### src/rtl/trace_store_fifo.sv
// ---------------------------------------------------------------------------
// trace_store_fifo
//
// First-word-fall-through FIFO between the trace deserializer and its
// downstream consumer. The upstream side uses a store/permission handshake
// and the downstream side uses a valid/ready handshake. A store attempt that
// arrives while permission is withheld is dropped and flagged on a sticky
// overrun output.
//
// Parameters
//   WIDTH : trace word width (defaults to the trace bus width TRB_WIDTH)
//   DEPTH : number of stored words, power of two, >= 2
//
// Ports
//   CLK_I        in   clock, rising edge
//   RST_I        in   asynchronous active-high reset
//   FLUSH_I      in   synchronous clear of contents and overrun flag
//   STORE_I      in   write request from the deserializer
//   DATA_I       in   word to store
//   STORE_PERM_O out  write permission (not full and not in reset)
//   DATA_VALID_O out  DATA_O holds the oldest stored word
//   DATA_READY_I in   consumer accepts DATA_O
//   DATA_O       out  oldest stored word (fall-through)
//   FILL_O       out  current word count (only with STB_FIFO_FILL_LEVEL_EN)
//   OVERRUN_O    out  sticky: store requested while permission was low
//
// Build option
//   STB_FIFO_FILL_LEVEL_EN : adds the FILL_O port.
// ---------------------------------------------------------------------------
`ifndef TRB_WIDTH
`define TRB_WIDTH 32
`endif

module trace_store_fifo #(
    parameter int WIDTH = `TRB_WIDTH,
    parameter int DEPTH = 16
) (
    input  logic                     CLK_I,
    input  logic                     RST_I,
    input  logic                     FLUSH_I,
    input  logic                     STORE_I,
    input  logic [WIDTH-1:0]         DATA_I,
    output logic                     STORE_PERM_O,
    output logic                     DATA_VALID_O,
    input  logic                     DATA_READY_I,
    output logic [WIDTH-1:0]         DATA_O,
`ifdef STB_FIFO_FILL_LEVEL_EN
    output logic [$clog2(DEPTH):0]   FILL_O,
`endif
    output logic                     OVERRUN_O
);

    localparam int PTR_W = $clog2(DEPTH);
    // Count runs 0..DEPTH, so "full" is the single value DEPTH.
    localparam logic [PTR_W:0] FULL_CNT = (PTR_W + 1)'(DEPTH);

    logic [PTR_W-1:0] wr_ptr_reg, wr_ptr_next;
    logic [PTR_W-1:0] rd_ptr_reg, rd_ptr_next;
    logic [PTR_W:0]   count_reg, count_next;
    logic             overrun_reg, overrun_next;
    logic             wr_en, rd_en;

    // Storage is never reset; DATA_O is only qualified by DATA_VALID_O, which
    // is high only for locations that have been written since reset.
    logic [WIDTH-1:0] mem [DEPTH];

    // Permission is gated by RST_I directly so it drops the instant reset
    // asserts, not only once the count register has cleared.
    assign STORE_PERM_O = (count_reg != FULL_CNT) && !RST_I;
    assign DATA_VALID_O = (count_reg != '0);
    assign DATA_O       = mem[rd_ptr_reg];
    assign OVERRUN_O    = overrun_reg;
`ifdef STB_FIFO_FILL_LEVEL_EN
    assign FILL_O       = count_reg;
`endif

    // Flush wins over both handshakes, so neither side advances that cycle.
    assign wr_en = STORE_I && STORE_PERM_O && !FLUSH_I;
    assign rd_en = DATA_VALID_O && DATA_READY_I && !FLUSH_I;

    always_comb begin
        wr_ptr_next  = wr_ptr_reg;
        rd_ptr_next  = rd_ptr_reg;
        count_next   = count_reg;
        overrun_next = overrun_reg;
        if (FLUSH_I) begin
            wr_ptr_next  = '0;
            rd_ptr_next  = '0;
            count_next   = '0;
            overrun_next = 1'b0;
        end else begin
            // Pointers are exactly log2(DEPTH) bits, so +1 wraps DEPTH-1 -> 0.
            if (wr_en) begin
                wr_ptr_next = wr_ptr_reg + 1'b1;
            end
            if (rd_en) begin
                rd_ptr_next = rd_ptr_reg + 1'b1;
            end
            case ({wr_en, rd_en})
                2'b10:   count_next = count_reg + 1'b1;
                2'b01:   count_next = count_reg - 1'b1;
                default: count_next = count_reg;
            endcase
            if (STORE_I && !STORE_PERM_O) begin
                overrun_next = 1'b1;
            end
        end
    end

    always_ff @(posedge CLK_I or posedge RST_I) begin
        if (RST_I) begin
            wr_ptr_reg  <= '0;
            rd_ptr_reg  <= '0;
            count_reg   <= '0;
            overrun_reg <= 1'b0;
        end else begin
            wr_ptr_reg  <= wr_ptr_next;
            rd_ptr_reg  <= rd_ptr_next;
            count_reg   <= count_next;
            overrun_reg <= overrun_next;
        end
    end

    always_ff @(posedge CLK_I) begin
        if (wr_en) begin
            mem[wr_ptr_reg] <= DATA_I;
        end
    end

endmodule

### config.mk
export PLATFORM = sky130hd
export DESIGN_NAME = trace_store_fifo
export DESIGN_NICKNAME = d
export VERILOG_FILES = /design/src/rtl/trace_store_fifo.sv
export SDC_FILE = /design/constraint.sdc
export NUM_CORES = 1
export LEC_CHECK = 0
export CORE_ASPECT_RATIO = 1.2
export CORE_UTILIZATION = 60
export DETAILED_ROUTE_END_ITERATION = 6
export PLACE_DENSITY = 0.78
export SLEW_MARGIN = 20
export SYNTH_ARGS = -nofsm -noshare
export SYNTH_HDL_FRONTEND = slang
export SYNTH_SLANG_ARGS = --single-unit
### constraint.sdc
create_clock -name CLK_I -period 4.9 [get_ports CLK_I]
set_input_delay 0.98 -clock CLK_I [delete_from_list [all_inputs] [get_ports CLK_I]]
set_output_delay 0.98 -clock CLK_I [all_outputs]
set_load 0.05 [all_outputs]
==> results of run 1 <==
==> cell usage after synthesis (2+ instances only) <==
cell / count
nor2b_1: 6
mux2_4: 3
xnor2_1: 4
nor3_1: 3
o21ai_0: 2
nor2_1: 25
buf_2: 12
mux4_2: 160
inv_1: 8
nand2_1: 7
buf_1: 5
a21oi_1: 3
xor2_1: 2
mux2i_1: 5
or3_1: 2
o211ai_1: 3
clkbuf_1: 25
and3_1: 4
ha_1: 8
edfxtp_1: 512
dfrtp_1: 14
==> routing by layer <==
layer,vias to the layer above,wire [um]
met2,468,21500
met1,4951,15900
li1,3779,-
met4,0,1220
met3,84,3370
met5,-,0
==> critical path, cell delays in order, from the launching register on <==
cell             delay, ns
dfrtp_4               0.76
buf_4                 0.44
mux4_2                0.58
mux4_2                0.50
clkdlybuf4s50_1       0.73
==> power groups by stage <==
| stage | Sequential, mW | Combinational [mW] | Clock [mW] |
|---|---|---|---|
| global placement | 5.20 | 2.39 | 0 |
| global route | 5.11 | 2.54 | 3.88 |
| CTS | 5.11 | 2.44 | 3.73 |
| detailed placement | 5.20 | 2.42 | 0 |
| floorplan | 5.10 | 1.87 | 0 |
| finish | 5.10 | 2.41 | 3.69 |
==> worst paths after layout <==
path	from	to	cells past startpoint
min in group asynchronous	RST_I	count_reg[1]$_DFFE_PP0P_	3
worst min register to register	OVERRUN_O$_DFFE_PP0P_	OVERRUN_O$_DFFE_PP0P_	2
worst max-delay path	rd_ptr_reg[0]$_DFFE_PP0P_	DATA_O[0]	4
max in group asynchronous	RST_I	rd_ptr_reg[1]$_DFFE_PP0P_	3
worst max register to register	count_reg[0]$_DFFE_PP0P_	count_reg[4]$_DFFE_PP0P_	9
worst min-delay path	OVERRUN_O$_DFFE_PP0P_	OVERRUN_O$_DFFE_PP0P_	2
==> layout make-up <==
type | count | area [um2] | area share [%]
flip-flops and latches | 526 | 15700 | 67.4
multi-input cells | 256 | 4390 | 18.8
inverters | 8 | 30.0 | 0.129
clock inverters | 23 | 268 | 1.15
repair buffers | 102 | 1080 | 4.63
well taps | 450 | 563 | 2.41
clock buffers | 60 | 1270 | 5.43
==> logic make-up (layout without fill, tap and decap cells) <==
kind of cell / count (synthesis) / count (layout) / share of synthesized area, %
flip-flops: 526 / 526 / 77.8
AO/OA/AOI/OAI: 16 / 16 / 0.632
AND/OR/NAND/NOR: 57 / 57 / 1.41
adder cells (fa/ha/maj): 9 / 9 / 0.594
multiplexers: 168 / 168 / 18.3
XOR/XNOR: 6 / 6 / 0.260
buffers and inverters: 50 / 193 / 1.00
==> stage by stage <==
stage / instance area (um2) / hold slack (ns) / util [%] / setup WS, ns
after global placement: 21800 / 0.488 / 65.7 / 0.868
after CTS: 23300 / 0.506 / 70.4 / 0.258
after detailed placement: 21800 / 0.488 / 65.7 / 0.860
after global routing: 23300 / 0.548 / 70.4 / 0.164
after floorplan: 20200 / 0.526 / - / 1.30
final: 23300 / 0.498 / 70.4 / 0.325
==> metrics.yaml, run 1 <==
run_status:
  outcome: "finished clean"
yosys:
  syn-mean-instance-area_um2: 24.3
  synth.distinct_cells: 40
  synthFlopType: "edfxtp_1"
  synth-warning-count: 0
  synth-edff-count: 512
  synth_area_leaders: "edfxtp_1 76%, mux4_2 18%, dfrtp_1 1.7%"
  synth-seq-cells: 526
  syn_inst: 832
  yosysSeqAreaShare_pct: 77.8
  syn_area_um2: 20200
  synth_top_area_share_pct: 76.1
  syn_nets: 878
  async_reset_ff_share_pct: 2.66
  synth_area_leader_cell: "edfxtp_1"
cts:
  cts_resized: 0
  clock_latency_ns: 0.55
  cts_buffers: 48
  postCtsHoldBufs: 0
  htreeDepth: 2
  clk_path_buf_depth: 3
  clock_sinks: 526
  cts_root_buf: "clkbuf_16"
  clkTransAtPathRegs_ns: 0.06
  cts_setup_buffers: 0
  cts_tree: "done"
sta:
  final.setup.tns_ns: 0
  fin_crit_ns: 4.57
  setup_viol: 0
  max-slew-margin-rel_pct: 34.9
  clock.fmax_mhz: 219
  finalClockSkew_ns: 0.0111
  drv_slew: 0
  min_period_over_period_pct: 93.4
  rsz0062_at_grt: "false"
  hold_viol_final: 0
  worst_slew_pin_slew_ns: 0.972
placed_design:
  portBuffers: 71
  routabilityCongestion: 0.754
  dp_hpwl_um: 20600
  place_inst: 1342
power_and_ir_drop:
  seqPwrFrac_pct: 45.5
  ir_worst_vdd_mv: 0.412
  total_power_mw: 11.2
  pwr-share-clk_pct: 33.0
  switching_share_pct: 25.7
  power_frac_comb_pct: 21.5
  p_int_mw: 8.32
  powerDensity_nw_per_um2: 480
  leakage_nw: 7.17
  p_switching_mw: 2.88
final_layout:
  fill_cells: 1850
  largest_reg_flops: 512
  final_cells: 1425
  antenna_cells: 0
  final_common_cell: "edfxtp_1"
  most-common-layout-cells: "512 x edfxtp_1, 160 x mux4_2, 71 x clkdlybuf4s50_1"
  final_nets: 988
  drive_gt1_share_pct: 28.9
  syn_to_final_growth_pct: 15.4
routing:
  postRouteAntennaNets: 0
  num_vias: 9282
  viasPerCell: 6.51
  drc: 0
  wl_per_cell_um: 29.5
  drt_iter0_markers: 1154
  drt-total-wl_um: 42000
  first_pass_iters: 5
setup_path:
  cp-start-kind: "register"
  crit_path_max_fanout: 23
  end_kind: "output pin"
  rrSetupSlack_ns: 1.79
  crit_arrival_ns: 3.59
  path_class: "reg2out"
  cp.required_ns: 3.92
run:
  drv_cap: 0
global_routing:
  grt_max_degree: 60
  met3_usage_pct: 4.97
  met1_usage_pct: 35.2
  grtUsageMet2_pct: 41.8
  grt_pass1_vias: 9767
  gr-max-usage-layer: "met2"
  antenna_found_initial: 0
  grt_pass1_wl_um: 62000
  grt_util_all_layers_pct: 25.6
  grt-ovfl-total: 0
floorplanning:
  core.rowCount: 73
  die_area_um2: 34400
  initial_core_util_pct: 61.0
  die_h_um: 203
  coreArea_um2: 33200
  die_w_um: 170
  io_pins: 72
min_path:
  hp-class: "reg2reg"
Power figures use the tool's default switching activity.
==> run 2, diff against run 1 <==
Settings changed: CTS_CLUSTER_SIZE from default to 8.
==> metrics.yaml, run 2 (synthesis results as in run 1) <==
run_status:
  outcome: "finished clean"
sta:
  final.setup.tns_ns: 0
  hold_viol_final: 0
  max-slew-margin-rel_pct: 35.6
  hold_ws_ns: 0.498
  worst_slew_pin_slew_ns: 0.962
  setup_viol: 0
  min_period_over_period_pct: 94.2
  drv_slew: 0
  rsz0062_at_grt: "false"
  fin_crit_ns: 4.62
  finalClockSkew_ns: 0.0260
  clock.fmax_mhz: 217
final_layout:
  final_common_cell: "edfxtp_1"
  largest_reg_flops: 512
  final_nets: 1015
  final_cells: 1437
  fill_cells: 1782
  most-common-layout-cells: "512 x edfxtp_1, 160 x mux4_2, 79 x clkbuf_16"
  drive_gt1_share_pct: 30.2
  fin_area_um2: 23800
  syn_to_final_growth_pct: 18.0
setup_path:
  crit_path_max_fanout: 23
  crit_arrival_ns: 3.64
  cp-start-kind: "register"
  end_kind: "output pin"
  timing.rr.start: "count_reg[0]$_DFFE_PP0P_"
  path_class: "reg2out"
  rrSetupSlack_ns: 1.75
  timing.rr.end: "count_reg[4]$_DFFE_PP0P_"
  cp.required_ns: 3.92
  reg2regPathDepth: 9
min_path:
  hold_start: "OVERRUN_O$_DFFE_PP0P_"
  hp-class: "reg2reg"
  holdPathStages: 2
  holdPathEnd: "OVERRUN_O$_DFFE_PP0P_"
cts:
  cts_setup_buffers: 0
  clkTransAtPathRegs_ns: 0.05
  cts_tree: "done"
  postCtsHoldBufs: 0
  cts_buffers: 75
  cts_resized: 0
  cts_root_buf: "clkbuf_16"
  htreeDepth: 3
  clock_sinks: 526
  clock_latency_ns: 0.58
  clk_path_buf_depth: 3
routing:
  postRouteAntennaNets: 0
  first_pass_iters: 5
  viasPerCell: 6.57
  drt_iter0_markers: 1160
  num_vias: 9442
  drc: 0
  wl_per_cell_um: 31.0
  drt-total-wl_um: 44600
global_routing:
  grt_pass1_wl_um: 65700
  grtUsageMet2_pct: 44.4
  antenna_found_initial: 1
  gr-max-usage-layer: "met2"
  grt-ovfl-total: 0
  met1_usage_pct: 37.2
  grt_util_all_layers_pct: 27.5
  grt_pass1_vias: 10100
  met3_usage_pct: 4.87
  grt_max_degree: 60
floorplanning:
  die_area_um2: 34400
  coreArea_um2: 33200
  die_w_um: 170
  io_pins: 72
  core.rowCount: 73
  die_h_um: 203
  initial_core_util_pct: 61.0
power_and_ir_drop:
  ir_worst_vdd_mv: 0.406
  powerDensity_nw_per_um2: 509
  leakage_nw: 7.42
  total_power_mw: 12.1
placed_design:
  routabilityCongestion: 0.754
  dp_hpwl_um: 20600
  postPlaceCellArea_um2: 21800
  portBuffers: 71
  place_inst: 1342
run:
  drv_cap: 0
-- run 2: cell count changes in the layout (fill, tap and decap cells not counted) --
cell,before,now
clkinv_2,9,0
clkinv_1,7,0
bufinv_16,6,0
inv_6,0,1
clkbuf_1,11,13
diode_2,0,1
clkinv_8,1,0
clkbuf_8,0,1
clkbuf_16,49,79
-- run 2: how the worst max path moves through the flow --
stage	startpoint	endpoint	slack [ns]	depth (start not counted)
CTS	rd_ptr_reg[0]$_DFFE_PP0P_	DATA_O[0]	0.24	4
global route	rd_ptr_reg[0]$_DFFE_PP0P_	DATA_O[0]	0.14	4
finish	rd_ptr_reg[0]$_DFFE_PP0P_	DATA_O[0]	0.28	4
detailed placement	rd_ptr_reg[0]$_DFFE_PP0P_	DATA_O[0]	0.86	4
global placement	rd_ptr_reg[0]$_DFFE_PP0P_	DATA_O[30]	0.87	4
floorplan	RST_I	mem[12][0]$_DFFE_PP_	1.30	4
-- run 2: layout make-up --
type / instances / area [um2] / share of cell area (%)
sequential: 526 / 15700 / 66.0
tap: 450 / 563 / 2.36
antenna: 1 / 2.50 / 0.0105
inverter: 8 / 30.0 / 0.126
clock inverter: 1 / 8.76 / 0.0367
clock buffer: 93 / 2040 / 8.55
timing repair buffer: 102 / 1080 / 4.53
multi-input combinational: 256 / 4390 / 18.4
-- run 2: report_power, final --
part	internal, mW	switching, mW	total (mW)
logic	1.20	1.23	2.42
registers	4.99	0.118	5.11
clock network	2.86	1.74	4.60
total	9.05	3.08	12.1
-- run 2: per-stage QoR --
stage / util [%] / setup WS, ns
after floorplan: - / 1.30
after global placement: 65.7 / 0.868
after detailed placement: 65.7 / 0.860
after CTS: 71.9 / 0.240
after global routing: 71.9 / 0.144
final: 71.9 / 0.282
-- run 2: worst max-delay path, cell delays in order, from the launching register on --
cell             delay [ns]
dfrtp_4                0.74
buf_4                  0.45
mux4_2                 0.60
mux4_2                 0.51
clkdlybuf4s50_1        0.73
-- run 2: layer usage --
metal  share of wire, %  routed length (um)  up-vias
met5                  0                   0        -
met4                3.3                1480        0
met3                7.6                3370       99
met2                 51               22900      520
met1                 38               16800     5008
li1                   -                   -     3815
